## config.mk

```make
export PLATFORM = sky130hd
export DESIGN_NAME = filter_table_ctrl_flat
export DESIGN_NICKNAME = d
export VERILOG_FILES = /design/src/rtl/filter_table_if.sv /design/src/rtl/filter_table_ctrl.sv /design/src/flat_wrapper.sv
export SDC_FILE = /design/constraint.sdc
export NUM_CORES = 1
export LEC_CHECK = 0
export CORE_MARGIN = 1.5
export CORE_UTILIZATION = 38
export DETAILED_ROUTE_END_ITERATION = 8
export HOLD_SLACK_MARGIN = 0.1
export PLACE_DENSITY = 0.86
export SETUP_SLACK_MARGIN = 0.1
export SYNTH_ARGS = -nofsm -noshare
export SYNTH_HDL_FRONTEND = slang
export SYNTH_SLANG_ARGS = --single-unit
export TNS_END_PERCENT = 1
```

## constraint.sdc

```tcl
create_clock -name clk -period 2.52 [get_ports clk]
set_clock_uncertainty 0.2 [all_clocks]
set_input_delay 0.378 -clock clk [delete_from_list [all_inputs] [get_ports clk]]
set_output_delay 0.378 -clock clk [all_outputs]
set_load 0.01 [all_outputs]
```

## src/rtl/filter_table_if.sv

```systemverilog
// Register-access bus for the coefficient table controller.
// The master issues a request held until the slave pulses acc_ready.
interface filter_table_if;
  logic        acc_valid;
  logic        acc_write;
  logic [7:0]  acc_addr;
  logic [31:0] acc_wdata;
  logic        acc_ready;
  logic [31:0] acc_rdata;
  logic        acc_err;

  modport master (
    output acc_valid, acc_write, acc_addr, acc_wdata,
    input  acc_ready, acc_rdata, acc_err
  );

  modport slave (
    input  acc_valid, acc_write, acc_addr, acc_wdata,
    output acc_ready, acc_rdata, acc_err
  );
endinterface

```

## src/rtl/filter_table_ctrl.sv

```systemverilog
// Coefficient table controller: arbitrates a single-port RAM between register access and the
// filter core. Optional macro FILTER_TABLE_ERR_EN enables acc_err reporting.
module filter_table_ctrl #(
  parameter int unsigned DEPTH  = 256,
  parameter int unsigned DATA_W = 24,
  parameter int unsigned RD_LAT = 1
) (
  input  logic                     clk,
  input  logic                     rst_n,
  filter_table_if.slave            acc,
  input  logic                     direct,
  input  logic                     filt_cs,
  input  logic [$clog2(DEPTH)-1:0] filt_addr,
  output logic [DATA_W-1:0]        filt_rdata,
  output logic                     ram_cs,
  output logic                     ram_we,
  output logic [$clog2(DEPTH)-1:0] ram_addr,
  output logic [DATA_W-1:0]        ram_wdata,
  input  logic [DATA_W-1:0]        ram_rdata
);

  localparam int unsigned AW = $clog2(DEPTH);

  typedef enum logic [1:0] {StIdle, StWr, StRd, StDone} state_e;

  state_e          state_q, state_d;
  logic [AW-1:0]   ptr_q, ptr_d;
  logic [31:0]     wdata_q;
  logic [1:0]      cnt_q;
  logic            ram_rd_q, rd_ptr_q, ld_ptr_q, inc_q, dec_q, err_q;

  logic            accept;
  logic            is_ptr, is_wreg, is_rreg;
  logic            go_wr, go_rd;
  logic            ram_rd_d, rd_ptr_d, ld_ptr_d, inc_d, dec_d, err_d;

  // Request decode; everything the access needs is captured at acceptance.
  always_comb begin
    accept  = (state_q == StIdle) && acc.acc_valid;
    is_ptr  = (acc.acc_addr == 8'h44);
    is_wreg = acc.acc_addr inside {8'h48, 8'h4C, 8'h50};
    is_rreg = acc.acc_addr inside {8'h54, 8'h58, 8'h5C};
    go_wr   = acc.acc_write && direct && is_wreg;
    go_rd   = !acc.acc_write && direct && is_rreg;
    ram_rd_d = go_rd;
    rd_ptr_d = !acc.acc_write && is_ptr;
    inc_d    = (go_wr && acc.acc_addr == 8'h4C) || (go_rd && acc.acc_addr == 8'h58);
    dec_d    = (go_wr && acc.acc_addr == 8'h50) || (go_rd && acc.acc_addr == 8'h5C);
`ifdef FILTER_TABLE_ERR_EN
    ld_ptr_d = acc.acc_write && is_ptr && (acc.acc_wdata < 32'(DEPTH));
    err_d    = ((is_wreg || is_rreg) && !direct) ||
               (acc.acc_write && is_ptr && (acc.acc_wdata >= 32'(DEPTH)));
`else
    ld_ptr_d = acc.acc_write && is_ptr;
    err_d    = 1'b0;
`endif
  end

  always_ff @(posedge clk or negedge rst_n) begin
    if (!rst_n) begin
      state_q <= StIdle;
    end else begin
      state_q <= state_d;
    end
  end

  always_comb begin
    state_d = state_q;
    unique case (state_q)
      StIdle: begin
        if (accept) begin
          if (go_wr)      state_d = StWr;
          else if (go_rd) state_d = StRd;
          else            state_d = StDone;
        end
      end
      StWr:   state_d = StDone;
      StRd:   if (cnt_q == 2'(RD_LAT - 1)) state_d = StDone;
      StDone: state_d = StIdle;
      default: state_d = StIdle;
    endcase
  end

  // Pointer moves only at the end of DONE; DEPTH is a power of two so wrap is free.
  always_comb begin
    ptr_d = ptr_q;
    if (state_q == StDone) begin
      if (ld_ptr_q)   ptr_d = AW'(wdata_q % DEPTH);
      else if (inc_q) ptr_d = ptr_q + 1'b1;
      else if (dec_q) ptr_d = ptr_q - 1'b1;
    end
  end

  always_ff @(posedge clk or negedge rst_n) begin
    if (!rst_n) begin
      ptr_q    <= '0;
      wdata_q  <= '0;
      cnt_q    <= '0;
      ram_rd_q <= 1'b0;
      rd_ptr_q <= 1'b0;
      ld_ptr_q <= 1'b0;
      inc_q    <= 1'b0;
      dec_q    <= 1'b0;
      err_q    <= 1'b0;
    end else begin
      ptr_q <= ptr_d;
      cnt_q <= (state_q == StRd) ? cnt_q + 2'd1 : 2'd0;
      if (accept) begin
        wdata_q  <= acc.acc_wdata;
        ram_rd_q <= ram_rd_d;
        rd_ptr_q <= rd_ptr_d;
        ld_ptr_q <= ld_ptr_d;
        inc_q    <= inc_d;
        dec_q    <= dec_d;
        err_q    <= err_d;
      end
    end
  end

  // RAM read data is valid exactly in the DONE cycle, so it is forwarded, not registered.
  always_comb begin
    acc.acc_ready = (state_q == StDone);
    acc.acc_err   = (state_q == StDone) && err_q;
    acc.acc_rdata = '0;
    if (state_q == StDone) begin
      if (ram_rd_q)      acc.acc_rdata = 32'(ram_rdata);
      else if (rd_ptr_q) acc.acc_rdata = 32'(ptr_q);
    end
  end

  always_comb begin
    ram_cs    = 1'b0;
    ram_we    = 1'b0;
    ram_addr  = '0;
    ram_wdata = '0;
    unique case (state_q)
      StIdle: begin
        if (!direct) begin
          ram_cs   = filt_cs;
          ram_addr = filt_addr;
        end
      end
      StWr: begin
        ram_cs    = 1'b1;
        ram_we    = 1'b1;
        ram_addr  = ptr_q;
        ram_wdata = wdata_q[DATA_W-1:0];
      end
      StRd: begin
        ram_cs   = (cnt_q == 2'd0);
        ram_addr = ptr_q;
      end
      default: ;
    endcase
  end

  assign filt_rdata = ram_rdata;

endmodule

```

## src/flat_wrapper.sv

```systemverilog
// flat-port wrapper written by rule: the top's interface ports become plain ports
module filter_table_ctrl_flat 
#(
  parameter int unsigned DEPTH  = 256,
  parameter int unsigned DATA_W = 24,
  parameter int unsigned RD_LAT = 1
)
  (clk, rst_n, direct, filt_cs, filt_addr, filt_rdata, ram_cs, ram_we, ram_addr, ram_wdata, ram_rdata, acc_acc_valid, acc_acc_write, acc_acc_addr, acc_acc_wdata, acc_acc_ready, acc_acc_rdata, acc_acc_err);
  filter_table_if acc_i ();
  input  logic clk;
  input  logic rst_n;
  input  logic direct;
  input  logic filt_cs;
  input  logic [$clog2(DEPTH)-1:0] filt_addr;
  output logic [DATA_W-1:0] filt_rdata;
  output logic ram_cs;
  output logic ram_we;
  output logic [$clog2(DEPTH)-1:0] ram_addr;
  output logic [DATA_W-1:0] ram_wdata;
  input  logic [DATA_W-1:0] ram_rdata;
  input wire logic [$bits(acc_i.acc_valid)-1:0] acc_acc_valid;
  input wire logic [$bits(acc_i.acc_write)-1:0] acc_acc_write;
  input wire logic [$bits(acc_i.acc_addr)-1:0] acc_acc_addr;
  input wire logic [$bits(acc_i.acc_wdata)-1:0] acc_acc_wdata;
  output wire logic [$bits(acc_i.acc_ready)-1:0] acc_acc_ready;
  output wire logic [$bits(acc_i.acc_rdata)-1:0] acc_acc_rdata;
  output wire logic [$bits(acc_i.acc_err)-1:0] acc_acc_err;
  assign acc_i.acc_valid = acc_acc_valid;
  assign acc_i.acc_write = acc_acc_write;
  assign acc_i.acc_addr = acc_acc_addr;
  assign acc_i.acc_wdata = acc_acc_wdata;
  assign acc_acc_ready = acc_i.acc_ready;
  assign acc_acc_rdata = acc_i.acc_rdata;
  assign acc_acc_err = acc_i.acc_err;
  filter_table_ctrl #(.DEPTH(DEPTH), .DATA_W(DATA_W), .RD_LAT(RD_LAT)) u_core (.clk(clk), .rst_n(rst_n), .acc(acc_i), .direct(direct), .filt_cs(filt_cs), .filt_addr(filt_addr), .filt_rdata(filt_rdata), .ram_cs(ram_cs), .ram_we(ram_we), .ram_addr(ram_addr), .ram_wdata(ram_wdata), .ram_rdata(ram_rdata));
endmodule
```

==> impl_metrics.tcl <==
set metrics [dict create \
    yosys_warnings 0 \
    antenna-diode-count 0 \
    design.core.area_mm2 0.00729 \
    critical_path.max_stage_delay_ns 0.49 \
    powerDensity_mw_per_mm2 943 \
    boundaryPins 170 \
    grt.overflow.total 0 \
    netlist_instances 308 \
    drv_slew 0 \
    nFillCells 631 \
    synth_async_reset_ratio_pct 100 \
    final_layout_size_suffix_gt1_share_pct 13.9 \
    clock_edge_transition_at_the_registers_on_the_reported_setup_and_hold_paths_ns 0.08 \
    cp_slowest_cell "clkdlybuf4s50_1" \
    final_hold_viol_count 0 \
    postSynthRegisterBits 41 \
    worst_slew_pin_slew_ns 0.638 \
    wire_length_of_the_first_global_routing_pass_um 13100 \
    chipHeight_um 90.1 \
    max_cap_viol_count 0 \
    timing.critical_path.fanout_max 24 \
    worst_ir_drop_vdd_mv 0.638 \
    dp_hpwl_um 6050 \
    postSynthAreaPerCell_um2 9.35 \
    yosys.cell_types.count 42 \
    synth_edf_count 0 \
    result_of_the_run "complete, no violations" \
    grt_setup_unrepaired "yes" \
    avgRoutedWirePerCell_um 14.7 \
    core.rowCount 31 \
    finalNetCount 529 \
    drt_first_pass_iters 4 \
    postRouteWirelength_um 7910 \
    synth.yosys.seq_area_share_pct 35.6 \
    seq_area_mm2 0.00103 \
    post_synth_instance_area_mm2 0.00288 \
    h-tree-depth 2 \
    leakage_power_nw 1.94 \
    overall_power_mw 4.24 \
    tritoncts "done" \
    first_iteration_detailed_routing_drc_count 155 \
    fmaxAchievable_mhz 414 \
    first_global_vias 2720 \
    clock_sink_count 41 \
    timing.critical_path.arrival_ns 1.84 \
    clock_tree.buffer_depth 2 \
    initial_core_util_pct 39.5 \
    number_of_antenna_violations_at_the_first_check_in_global_routing 0 \
    layout_min_cycle_time_ns 2.42 \
    setup.worst_path.end_class "primary output" \
    clock_tree.root_cell "clkbuf_8" \
    num_vias 2669 \
    layout.cells.most_common_list "138 x clkdlybuf4s50_1, 40 x dfrtp_1, 28 x and2_1, 26 x mux2_2, 20 x nand2_1" \
    finalSetupTns_ns 0 \
    port_buffers 152 \
    critPathLaunchType "flop" \
    post-route-drc-count 0 \
    most_common_cell_after_layout_fill_and_taps_aside "clkdlybuf4s50_1" \
    worstHoldPathType "flop to flop" \
    worst-setup-path-type "flop to primary output" \
    path_cells "buf_4, ha_4, buf_12, and2_1, clkdlybuf4s50_1" \
    multiInputGateArea_mm2 0.00156 \
    grtUsageTotal_pct 19.6 \
    via_per_inst 4.96 \
    required_ns 1.94 \
    die-width_um 90.1 \
    cts-buffers-inserted 5 \
    finalWeightedCongestion 0.814 \
    grt_start_max_net_pins 42 \
    setup-violations-final 0 \
    final_min_period_over_clock_period_pct 95.9 \
    synth_ff_type "dfrtp_1" \
    antenna_left 0 \
    die_area_mm2 0.00811 \
    max-slew-margin-rel_pct 57.5 \
    syn2layout_area_growth_pct 56.1 \
    clock_insertion_delay_worst_skew_ns 0.29 \
]
[critical path: cells and delay by family (launching register included)]
kind / cells / cell delay (ns)
flip-flops: 1 / 0.44
buffers and inverters: 3 / 0.79
AND/OR/NAND/NOR: 1 / 0.14
adder cells (fa/ha/maj): 1 / 0.17
[cells in the mapped netlist (3+ instances only)]
cell type | number | area [um^2]
dfrtp_1 | 41 | 1030
buf_4 | 33 | 248
and2_1 | 28 | 175
mux2_2 | 26 | 293
nand2_1 | 20 | 75.1
and3_1 | 18 | 113
nor2_1 | 16 | 60.1
a22oi_1 | 13 | 97.6
o21ai_0 | 13 | 65.1
ha_1 | 12 | 150
inv_1 | 9 | 33.8
a21oi_1 | 8 | 40.0
clkbuf_1 | 8 | 30.0
buf_2 | 7 | 35.0
nand3_1 | 7 | 35.0
nor2b_1 | 7 | 43.8
a211oi_1 | 5 | 37.5
mux2i_1 | 4 | 40.0
a21o_1 | 3 | 22.5
o211ai_1 | 3 | 22.5
xnor2_1 | 3 | 26.3
[where the power goes]
group	internal [mW]	switching (mW)	total [mW]
clock network	0.322	0.229	0.551
logic	1.36	1.16	2.52
registers	0.945	0.224	1.17
total	2.63	1.61	4.24
[logic make-up after synthesis]
group | Yosys count | share of synthesized area [%]
and+or+nand+nor | 106 | 20.2
buffers and inverters | 58 | 12.2
AOI/OAI and AO/OA | 56 | 13.5
DFF | 41 | 35.6
muxes | 30 | 11.6
adders and majority gates | 13 | 5.91
xor gates and xnor gates | 3 | 0.912
other | 1 | 0.130
[final cells by class]
cell class,count,share of cell area [%]
Clock buffer,6,1.84
Clock inverter,2,0.835
Inverter,9,0.751
Tap cell,99,2.75
Sequential cell,41,22.8
Multi-Input combinational cell,217,34.6
Timing Repair Buffer,164,36.4
[sequential cells by signal (all words and copies together) (netlist names)]
signal	cells
u_core.inc_q	1
u_core.state_q	2
u_core.rd_ptr_q	1
u_core.ld_ptr_q	1
u_core.ram_rd_q	1
u_core.cnt_q	2
u_core.ptr_q	8
u_core.dec_q	1
u_core.wdata_q	24
[stage by stage]
step | util (%) | instance area, um^2 | hold WS [ns] | std cells | setup WS (ns)
after global routing | 61.7 | 4500 | 0.267 | 538 | 0.0335
after global placement | 59.4 | 4330 | 0.211 | 528 | 0.0795
after detailed placement | 59.4 | 4330 | 0.216 | 528 | 0.000676
after floorplan | - | 2910 | -0.118 | 316 | 0.418
after CTS | 61.3 | 4470 | 0.229 | 537 | 0.0201
final | 61.7 | 4500 | 0.234 | 538 | 0.104
[repair_timing]
| action | CTS | global route |
|---|---|---|
| hold buffers | 1 | 0 |
| gates resized for setup | 21 | 10 |
| setup buffers | 0 | 1 |
| setup endpoints to repair | 57 | 52 |
| pin swaps | 0 | 0 |
| hold endpoints to repair | 41 | 0 |
[routing by layer]
metal	track usage, %	wire length [um]	vias up	share of wire [%]
li1	-	-	1296	-
met1	22.7	3180	1255	40
met5	0	0	-	0
met4	3.57	91	0	1.2
met2	35.4	4040	105	51
met3	6.43	601	13	7.6
[final timing paths]
path / end / depth (start not counted) / start / slack, ns
setup / recovery: ram_wdata[3] / 5 / u_core.state_q[0] / 0.10
hold / removal: u_core.cnt_q[0] / 1 / u_core.cnt_q[0] / 0.23
setup reg to reg: u_core.ptr_q[5] / 7 / u_core.inc_q / 0.29
hold reg to reg: u_core.cnt_q[0] / 1 / u_core.cnt_q[0] / 0.23
max in group asynchronous: u_core.state_q[0] / 3 / rst_n / 1.24
min in group asynchronous: u_core.wdata_q[3] / 3 / rst_n / 0.47
Power figures use the tool's default switching activity.
